==> src/rtl/over_tracker.sv <==
// Over-level view of the innings: legal balls, completed overs, per-over runs,
// delivery history, maiden detection and the free-hit flag after a no-ball.
module over_tracker #(
    parameter int BALLS_PER_OVER = 6,
    parameter int MAX_OVERS      = 20,
    parameter int HIST_DEPTH     = 8
) (
    input  logic                    clk_i,
    input  logic                    rst_i,
    input  logic                    ball_sw_i,
    input  logic [3:0]              lfsr_out_i,
    input  logic                    team_sw_i,
    input  logic                    inning_over_i,
    input  logic                    game_over_i,
    output logic [2:0]              balls_in_over_o,
    output logic [4:0]              overs_o,
    output logic [5:0]              over_runs_o,
    output logic [5:0]              last_over_runs_o,
    output logic                    maiden_o,
    output logic                    over_done_o,
    output logic                    free_hit_o,
    output logic                    overs_max_o,
    output logic [4*HIST_DEPTH-1:0] hist_o,
    output logic [3:0]              hist_cnt_o
);

    localparam logic [2:0] BPO_L  = 3'(BALLS_PER_OVER);
    localparam logic [4:0] MAXO_L = 5'(MAX_OVERS);
    localparam logic [3:0] HD_L   = 4'(HIST_DEPTH);
    localparam int         HW     = 4 * HIST_DEPTH;

    logic          ball_sw_q, team_sw_q;
    logic [2:0]    balls_q, balls_d;
    logic [4:0]    overs_q, overs_d;
    logic [5:0]    over_runs_q, over_runs_d;
    logic [5:0]    last_q, last_d;
    logic          maiden_q, maiden_d;
    logic          over_done_q, over_done_d;
    logic          free_hit_q, free_hit_d;
    logic [HW-1:0] hist_q, hist_d;
    logic [3:0]    hist_cnt_q, hist_cnt_d;
    logic          pend_q, pend_d;

    logic          code_valid, code_legal;
    logic [2:0]    code_runs;
    logic [6:0]    runs_sum;
    logic [5:0]    runs_sat;
    logic [2:0]    balls_inc;
    logic          team_toggle, delivery;

    always_comb begin
        code_valid = 1'b1;
        code_legal = 1'b1;
        code_runs  = 3'd0;
        case (lfsr_out_i)
            4'd1: code_runs = 3'd0;
            4'd2: code_runs = 3'd1;
            4'd3: code_runs = 3'd2;
            4'd4: code_runs = 3'd4;
            4'd5: code_runs = 3'd6;
            4'd6: code_runs = 3'd0;
            4'd7, 4'd8: begin
                code_runs  = 3'd1;
                code_legal = 1'b0;
            end
            default: begin
                code_valid = 1'b0;
                code_legal = 1'b0;
            end
        endcase
    end

    assign runs_sum    = {1'b0, over_runs_q} + {4'd0, code_runs};
    assign runs_sat    = runs_sum[6] ? 6'd63 : runs_sum[5:0];
    assign balls_inc   = balls_q + 3'd1;
    assign team_toggle = team_sw_i ^ team_sw_q;
    assign delivery    = ball_sw_i & ~ball_sw_q & ~inning_over_i & ~game_over_i
                       & (overs_q != MAXO_L);

    always_comb begin
        balls_d     = balls_q;
        overs_d     = overs_q;
        over_runs_d = over_runs_q;
        last_d      = last_q;
        maiden_d    = maiden_q;
        over_done_d = 1'b0;
        free_hit_d  = free_hit_q;
        hist_d      = hist_q;
        hist_cnt_d  = hist_cnt_q;
        pend_d      = pend_q;

        if (team_toggle) begin
            balls_d     = '0;
            overs_d     = '0;
            over_runs_d = '0;
            last_d      = '0;
            maiden_d    = 1'b0;
            free_hit_d  = 1'b0;
            hist_d      = '0;
            hist_cnt_d  = '0;
            pend_d      = 1'b0;
        end else if (delivery && code_valid) begin
            // A completed over is kept on display until the next valid ball replaces it.
            if (pend_q) begin
                hist_d     = {{(HW-4){1'b0}}, lfsr_out_i};
                hist_cnt_d = 4'd1;
                pend_d     = 1'b0;
            end else begin
                hist_d = {hist_q[HW-5:0], lfsr_out_i};
                if (hist_cnt_q != HD_L) hist_cnt_d = hist_cnt_q + 4'd1;
            end

            if (lfsr_out_i == 4'd8) free_hit_d = 1'b1;
            else if (code_legal)    free_hit_d = 1'b0;

            if (code_legal && (balls_inc == BPO_L)) begin
                balls_d     = '0;
                overs_d     = overs_q + 5'd1;
                last_d      = runs_sat;
                maiden_d    = (runs_sat == 6'd0);
                over_done_d = 1'b1;
                over_runs_d = '0;
                pend_d      = 1'b1;
            end else begin
                if (code_legal) balls_d = balls_inc;
                over_runs_d = runs_sat;
            end
        end
    end

    always_ff @(posedge clk_i) begin
        if (!rst_i) begin
            ball_sw_q   <= 1'b0;
            team_sw_q   <= team_sw_i;
            balls_q     <= '0;
            overs_q     <= '0;
            over_runs_q <= '0;
            last_q      <= '0;
            maiden_q    <= 1'b0;
            over_done_q <= 1'b0;
            free_hit_q  <= 1'b0;
            hist_q      <= '0;
            hist_cnt_q  <= '0;
            pend_q      <= 1'b0;
        end else begin
            ball_sw_q   <= ball_sw_i;
            team_sw_q   <= team_sw_i;
            balls_q     <= balls_d;
            overs_q     <= overs_d;
            over_runs_q <= over_runs_d;
            last_q      <= last_d;
            maiden_q    <= maiden_d;
            over_done_q <= over_done_d;
            free_hit_q  <= free_hit_d;
            hist_q      <= hist_d;
            hist_cnt_q  <= hist_cnt_d;
            pend_q      <= pend_d;
        end
    end

    assign balls_in_over_o  = balls_q;
    assign overs_o          = overs_q;
    assign over_runs_o      = over_runs_q;
    assign last_over_runs_o = last_q;
    assign maiden_o         = maiden_q;
    assign over_done_o      = over_done_q;
    assign free_hit_o       = free_hit_q;
    assign overs_max_o      = (overs_q == MAXO_L);
    assign hist_o           = hist_q;
    assign hist_cnt_o       = hist_cnt_q;

endmodule

==> config.mk <==
export PLATFORM = sky130hd
export DESIGN_NAME = over_tracker
export DESIGN_NICKNAME = d
export VERILOG_FILES = /design/src/rtl/over_tracker.sv
export SDC_FILE = /design/constraint.sdc
export NUM_CORES = 1
export LEC_CHECK = 0
export CELL_PAD_IN_SITES_DETAIL_PLACEMENT = 1
export CELL_PAD_IN_SITES_GLOBAL_PLACEMENT = 1
export CORE_MARGIN = 8
export CORE_UTILIZATION = 36
export DETAILED_ROUTE_END_ITERATION = 6
export PLACE_DENSITY = 0.76
export SLEW_MARGIN = 20
export SYNTH_ARGS = -nofsm -noshare
export SYNTH_HDL_FRONTEND = slang
export SYNTH_SLANG_ARGS = --single-unit
==> constraint.sdc <==
create_clock -name clk_i -period 3.6 [get_ports clk_i]
set_clock_uncertainty 0.05 [all_clocks]
set_input_delay 0.72 -clock clk_i [delete_from_list [all_inputs] [get_ports clk_i]]
set_output_delay 0.72 -clock clk_i [all_outputs]
set_load 0.02 [all_outputs]
==> flow_summary.yaml <==
synth:
  syn_inst: 322
  yosysUniqueCellTypes: 45
  netlist.area_leader.share_pct: 44.35
  yosys.area.top_type: "dfxtp_1"
  ys.flop_type: "dfxtp_1"
  synthTopCellsByArea: "dfxtp_1 44%, nand2_1 11%, a21oi_2 9.1%"
  synth_seq_cells: 62
  ys_seq_area_share_pct: 44.35
  async_flop_share_pct: 0
  syn_nets: 342
  synth_warnings: 0
  synth_edf_count: 0
  syn_area_sq_um: 2799
  syn_avg_cell_area_sq_um: 8.692
clock_tree:
  cts_root_buffer: "clkbuf_8"
  cts.hold.buffers_added: 0
  cts.htree.levels: 3
  cts_sinks: 62
  cts_buffers: 9
  ctsResizeCount: 0
  cts.clk_slew.worst_paths_ns: 0.07
  cts_setup_buffers: 0
  clockBufferDepth: 2
  cts_tree: "done"
  clk_latency_ns: 0.34
global_route:
  grt_pass1_vias: 2737
  grt_max_degree: 39
  antenna_found_initial: 0
  grt_use_total_pct: 15.34
  grt_overflow_total: 0
  grt_first_pass_wirelength_mm: 13.83
critical_path:
  reg2reg_depth: 7
  crit_required_ns: 3.82
  start_kind: "input port"
  worst-setup-path-type: "in -> reg"
  arrival_ns: 3.56
  critPathCaptureType: "register"
  crit_fanout: 5
sta:
  hold_viol: 0
  max_freq_mhz: 299.7
  rsz0062_at_grt: "no"
  period_share_pct: 92.69
  maxSlewHeadroom_pct: 60.79
  worst_slew_pin_slew_ns: 0.5881
  setup-tns-final_ns: 0
  setup_viol: 0
  period_needed_ns: 3.337
  drv_slew: 0
drt:
  routed_wl_mm: 8.073
  drt_iter0_markers: 64
  drcViolationCount: 0
  via_per_inst: 4.944
  ant_nets: 0
  avgRoutedWirePerCell_um: 16.18
  num_vias: 2467
  drtPass1Iterations: 4
floorplanning:
  initial_utilization_pct: 36.60
  pin_count: 70
  die_w_um: 104.2
  core_sq_um: 7647
  fp-row-count: 32
  die_y_um: 104.2
  die_area_sq_um: 10850
cells_and_area:
  layout.cells.non_filler: 499
  drive_above_1_share_pct: 16.37
  n_antenna_cell: 0
  area_growth_pct: 36.52
  fill_cells: 887
  nets: 412
power:
  power.density_nw_per_um2: 379.7
  p_leak_uw: 0.001261
  ir_drop_v: 0.0002166
placed_design:
  port_buffers: 69
  dpl.hpwl_mm: 5.804
  dp.cells: 483
  place_congestion: 0.8509
job:
  drv_cap: 0
min_path:
  hold_path_class: "reg -> reg"
  worstHoldPathCells: 2
status:
  status: "finished, final reports clean"
[sequential cells by signal, indices dropped and copies added (netlist names)]
signal / cells
hist_cnt_o: 4
free_hit_o: 1
maiden_o: 1
hist_o: 32
balls_in_over_o: 3
over_done_o: 1
ball_sw_q: 1
over_runs_o: 6
pend_q: 1
last_over_runs_o: 6
overs_o: 5
team_sw_q: 1
[cell families after synthesis]
| kind of cell | count (synthesis) | synth area share (%) |
|---|---|---|
| AO/OA/AOI/OAI | 73 | 18.82 |
| XOR/XNOR | 8 | 2.503 |
| adder cells (fa/ha/maj) | 10 | 4.739 |
| buffers and inverters | 27 | 5.319 |
| flip-flops | 62 | 44.35 |
| multiplexers | 4 | 1.431 |
| AND/OR/NAND/NOR | 138 | 22.84 |
[cells in the mapped netlist, types with 3 or more instances]
cell type,number
a21o_1,3
clkbuf_1,8
nand2_1,79
nand3_1,4
dfxtp_1,62
buf_2,7
a21oi_1,19
a22oi_1,3
buf_6,5
nor3_1,5
inv_1,6
mux2i_1,4
or3_1,4
a21oi_2,29
nand4_1,4
xnor2_1,6
ha_1,9
a211oi_1,6
nor2_1,23
o21ai_0,6
[path summary, 6_finish.rpt]
path | to | from | slack, ns
setup reg to reg | maiden_o | over_runs_o[0] | 1.14
hold reg to reg | hist_o[28] | hist_o[24] | 0.43
setup / recovery | maiden_o | lfsr_out_i[3] | 0.26
hold / removal | hist_o[28] | hist_o[24] | 0.43
[report_power, final]
group	switching, uW	total (uW)	internal, uW
Clock	287	679	392
Combinational	51.8	83.4	31.6
Sequential	1.51	689	687
[per-stage QoR]
step	util, %	hold slack, ns	setup WS [ns]	power, uW	instance area [sq um]
2_1_floorplan	-	0.4208	0.4258	758.7	2799
3_3_place_gp	47.06	0.4077	0.05086	786.0	3598
3_5_place_dp	47.06	0.4151	-0.09490	788.2	3598
4_1_cts	49.97	0.4276	0.2525	1470	3821
5_1_grt	49.97	0.4525	0.1218	1508	3821
6_report	49.97	0.4277	0.2632	1451	3821
[worst max-delay path, stage by stage]
cell and delay (ns):
clkdlybuf4s50_1 0.57, xnor2_1 0.16, o32ai_1 0.10, ha_1 0.21, fa_1 0.45, a211oi_1 0.27
a211oi_1 0.10, or4_1 0.42, or4_1 0.41, a21oi_1 0.15
[metal layers]
metal	wire [um]	vias to the layer above	part of all wire, %	global-route usage, %
li1	-	1234	-	-
met1	3819	1173	47	18.30
met2	3785	50	47	25.30
met3	335	10	4.1	5.204
met4	133	0	1.6	4.860
met5	0	-	0	0
[layout by cell type (no fill, tap or decap), types with 2 or more instances in the layout]
master           count
nand2_1             79
nand3_1              4
o21ai_0              6
xnor2_1              6
inv_1                6
clkinv_4             3
mux2i_1              4
ha_1                 9
buf_12               2
clkdlybuf4s50_1     69
xor2_1               2
nand4_1              4
a21oi_2             29
or4_1                2
dfxtp_1             62
and2_1               2
and3_1               2
nor3_1               5
bufinv_16            2
clkbuf_8             9
or3_1                4
a31o_2               2
a21oi_1             19
nor2_1              23
a211oi_1             6
a21o_1               3
a22oi_1              3
buf_4                9
[area by class of cell]
cell class / instances / area (sq um) / share of cell area (%)
Inverter: 6 / 22.52 / 0.5894
Multi-Input combinational cell: 233 / 1409 / 36.87
Timing Repair Buffer: 80 / 798.3 / 20.89
Sequential cell: 62 / 1241 / 32.48
Tap cell: 102 / 127.6 / 3.340
Clock inverter: 7 / 98.84 / 2.587
Clock buffer: 9 / 123.9 / 3.242
(Power assumes the default switching activity.)
==> patch: new RTL, same settings <==
The parameter `HIST_DEPTH` goes from 8 to 4.
--- a/src/rtl/over_tracker.sv
+++ b/src/rtl/over_tracker.sv
@@ -3,7 +3,7 @@
 module over_tracker #(
     parameter int BALLS_PER_OVER = 6,
     parameter int MAX_OVERS      = 20,
-    parameter int HIST_DEPTH     = 8
+    parameter int HIST_DEPTH     = 4
 ) (
     input  logic                    clk_i,
     input  logic                    rst_i,
Ports: changed (resized hist_o); port bits go from 70 to 54. The function was not compared with the original's and may differ.
==> patch against the original RTL <==
Sequential cell count decreased by 16; global-route usage increased by 0.31 points; wire length down 14%; total power decreased by 33%; synthesized area shrank 17%; synthesized cell count down 13%; worst setup slack better by 260 ps; combinational power decreased by 13%; final area fell by 20%.
==> patch: results (changes against the original RTL) <==
| Metric | Value |
|---|---|
| GRT Total Usage | `0.1566 (was 0.1534)` |
| Top post-synthesis cells by area | `dfxtp_1 (40%), a21oi_1 (8.0%), nand2_1 (5.0%), ha_1 (4.8%), nand3b_1 (4.5%) (was dfxtp_1 (44%), nand2_1 (11%), a21oi_2 (9.1%), ha_1 (4.0%), a21oi_1 (3.4%))` |
| Reg power frac | `0.522 (was 0.475)` |
| XOR/XNOR share of the synthesized area | `0.02259 (was 0.02503)` |
| Area leader, netlist | `dfxtp_1 (unchanged)` |
| Type of the worst min-delay path | `reg2reg (unchanged)` |
| Vias in the first global route | `2305 (was 2737)` |
| Vias per cell | `5.498 (was 4.944)` |
| Routed wl met3 | `304 um (was 335 um)` |
| Clock Tree Root | `clkbuf_8 (unchanged)` |
| Initial DRT Pass Iterations | `4 (unchanged)` |
| Post-route total power | `979.3 uW (was 1451 uW)` |
| Peak supply drop | `0.1563 mV (was 0.2166 mV)` |
| Largest net degree at the start of global routing | `22 (was 39)` |
| TritonCTS Buffers | `5 (was 9)` |
| Number of DRC markers in iteration 0 | `72 (was 64)` |
| Pwr top | `registers (unchanged)` |
| Drt wl/cell | `17.18 um (was 16.18 um)` |
| H-tree depth | `2 (was 3)` |
| Metal-1 WL | `3.203 mm (was 3.819 mm)` |
| Initial antenna violation count | `0 (unchanged)` |
| Syn_nets | `300 (was 342)` |
| Post-CTS sizing | `0 (unchanged)` |
| Comb power frac | `0.074 (was 0.057)` |
| Mux contribution to synthesized area | `0 (was 0.01430)` |
| Synth Area in Adders | `0.05702 (was 0.04738)` |
| Placer Congestion | `0.8211 (was 0.8509)` |
| Synth cell types | `53 (was 45)` |
| Number of synthesis warnings | `0 (unchanged)` |
| Worst-path clk slew | `90 ps (was 70 ps)` |
| Max Used Layer | `met4 (unchanged)` |
| Antenna cells | `0 (unchanged)` |
| Setup Buffers After CTS | `0 (unchanged)` |
| Crit path max fanout | `6 (was 5)` |
| Net Switching | `233.3 uW (was 340.4 uW)` |
| Synth Area in Compound Gates | `0.2205 (was 0.1882)` |
| HPWL after DPL | `5.106 mm (was 5.804 mm)` |
| Slew headroom | `0.3783 (was 0.6079)` |
| PortBufs | `53 (was 69)` |
| Seq/Total Area, Yosys | `0.3959 (was 0.4435)` |
| Max reg flops | `16 (was 32)` |
| Final net count | `348 (was 412)` |
| Clock tree buffer depth | `2 (unchanged)` |
| Pre-CTS setup slack | `255.0 ps (was -94.90 ps)` |
| DP Area | `2942 sq um (was 3598 sq um)` |
| Clk_lat worst skew | `300 ps (was 340 ps)` |
| Leak | `0.001013 uW (was 0.001261 uW)` |
| First-pass GRT wire length | `11.58 mm (was 13.83 mm)` |
| Status | `finished clean (unchanged)` |
| Commonest cells post-synth | `dfxtp_1 (46), a21oi_1 (37), nand2_1 (31) (was nand2_1 (79), dfxtp_1 (62), a21oi_2 (29))` |
| Layout cell share with drive strength beyond 1 | `0.07599 (was 0.1637)` |
| Met2 Wirelength | `3.411 mm (was 3.785 mm)` |
| Setup Total Neg Slack | `0 ps (unchanged)` |
| Async SR Flop Fraction | `0 (unchanged)` |
[patch: changes by cell type after synthesis, sizes merged, moves of 7 or more]
cell,unedited run,this run
nand3,5,13
a21oi,48,37
nand2,79,31
nor2,23,12
o21ai,6,13
nand3b,1,14
dfxtp,62,46
buf,12,4
clkbuf,9,18
[patch: final timing paths]
check                startpoint        endpoint  slack, ps  cells after the start
setup / recovery  lfsr_out_i[3]  over_runs_o[5]        530                      9
hold / removal       hist_o[15]      hist_o[15]        410                      2
setup reg to reg      ball_sw_q  over_runs_o[5]       1290                      5
hold reg to reg      hist_o[15]      hist_o[15]        410                      2
[patch: stage by stage]
step                utilization  instances
finish                   0.4838        406
global route             0.4838        406
detailed placement       0.4659        398
CTS                      0.4838        406
global placement         0.4659        398
floorplan                     -        280
[patch: kinds of logic (layout without fill, tap and decap cells)]
| kind of cell | after synthesis | in the layout |
|---|---|---|
| adders and majority gates | 10 | 10 |
| buffers and inverters | 31 | 80 |
| and+or+nand+nor | 105 | 105 |
| xor gates and xnor gates | 6 | 6 |
| AOI/OAI and AO/OA | 82 | 82 |
| DFF | 46 | 46 |
[patch: layout make-up]
type	instances	area, sq um
fill	770	3259
timing repair buffer	63	605.6
tap	77	96.34
clock inverter	3	43.79
inverter	9	33.78
sequential	46	920.9
multi-input combinational	203	1285
clock buffer	5	68.82
[patch: worst max-delay path: stages]
cell and delay (ps):
clkdlybuf4s50_1 530, inv_1 170, nand2_1 90, nor2_1 210
ha_1 270, a211oi_1 440, o21ai_0 220, a2111oi_0 460
a31o_2 160
[patch: routing by layer]
metal,up-vias,GRT usage
met5,-,0
met4,0,0.03783
met3,5,0.02318
met2,38,0.2741
met1,1085,0.1970
li1,1104,-
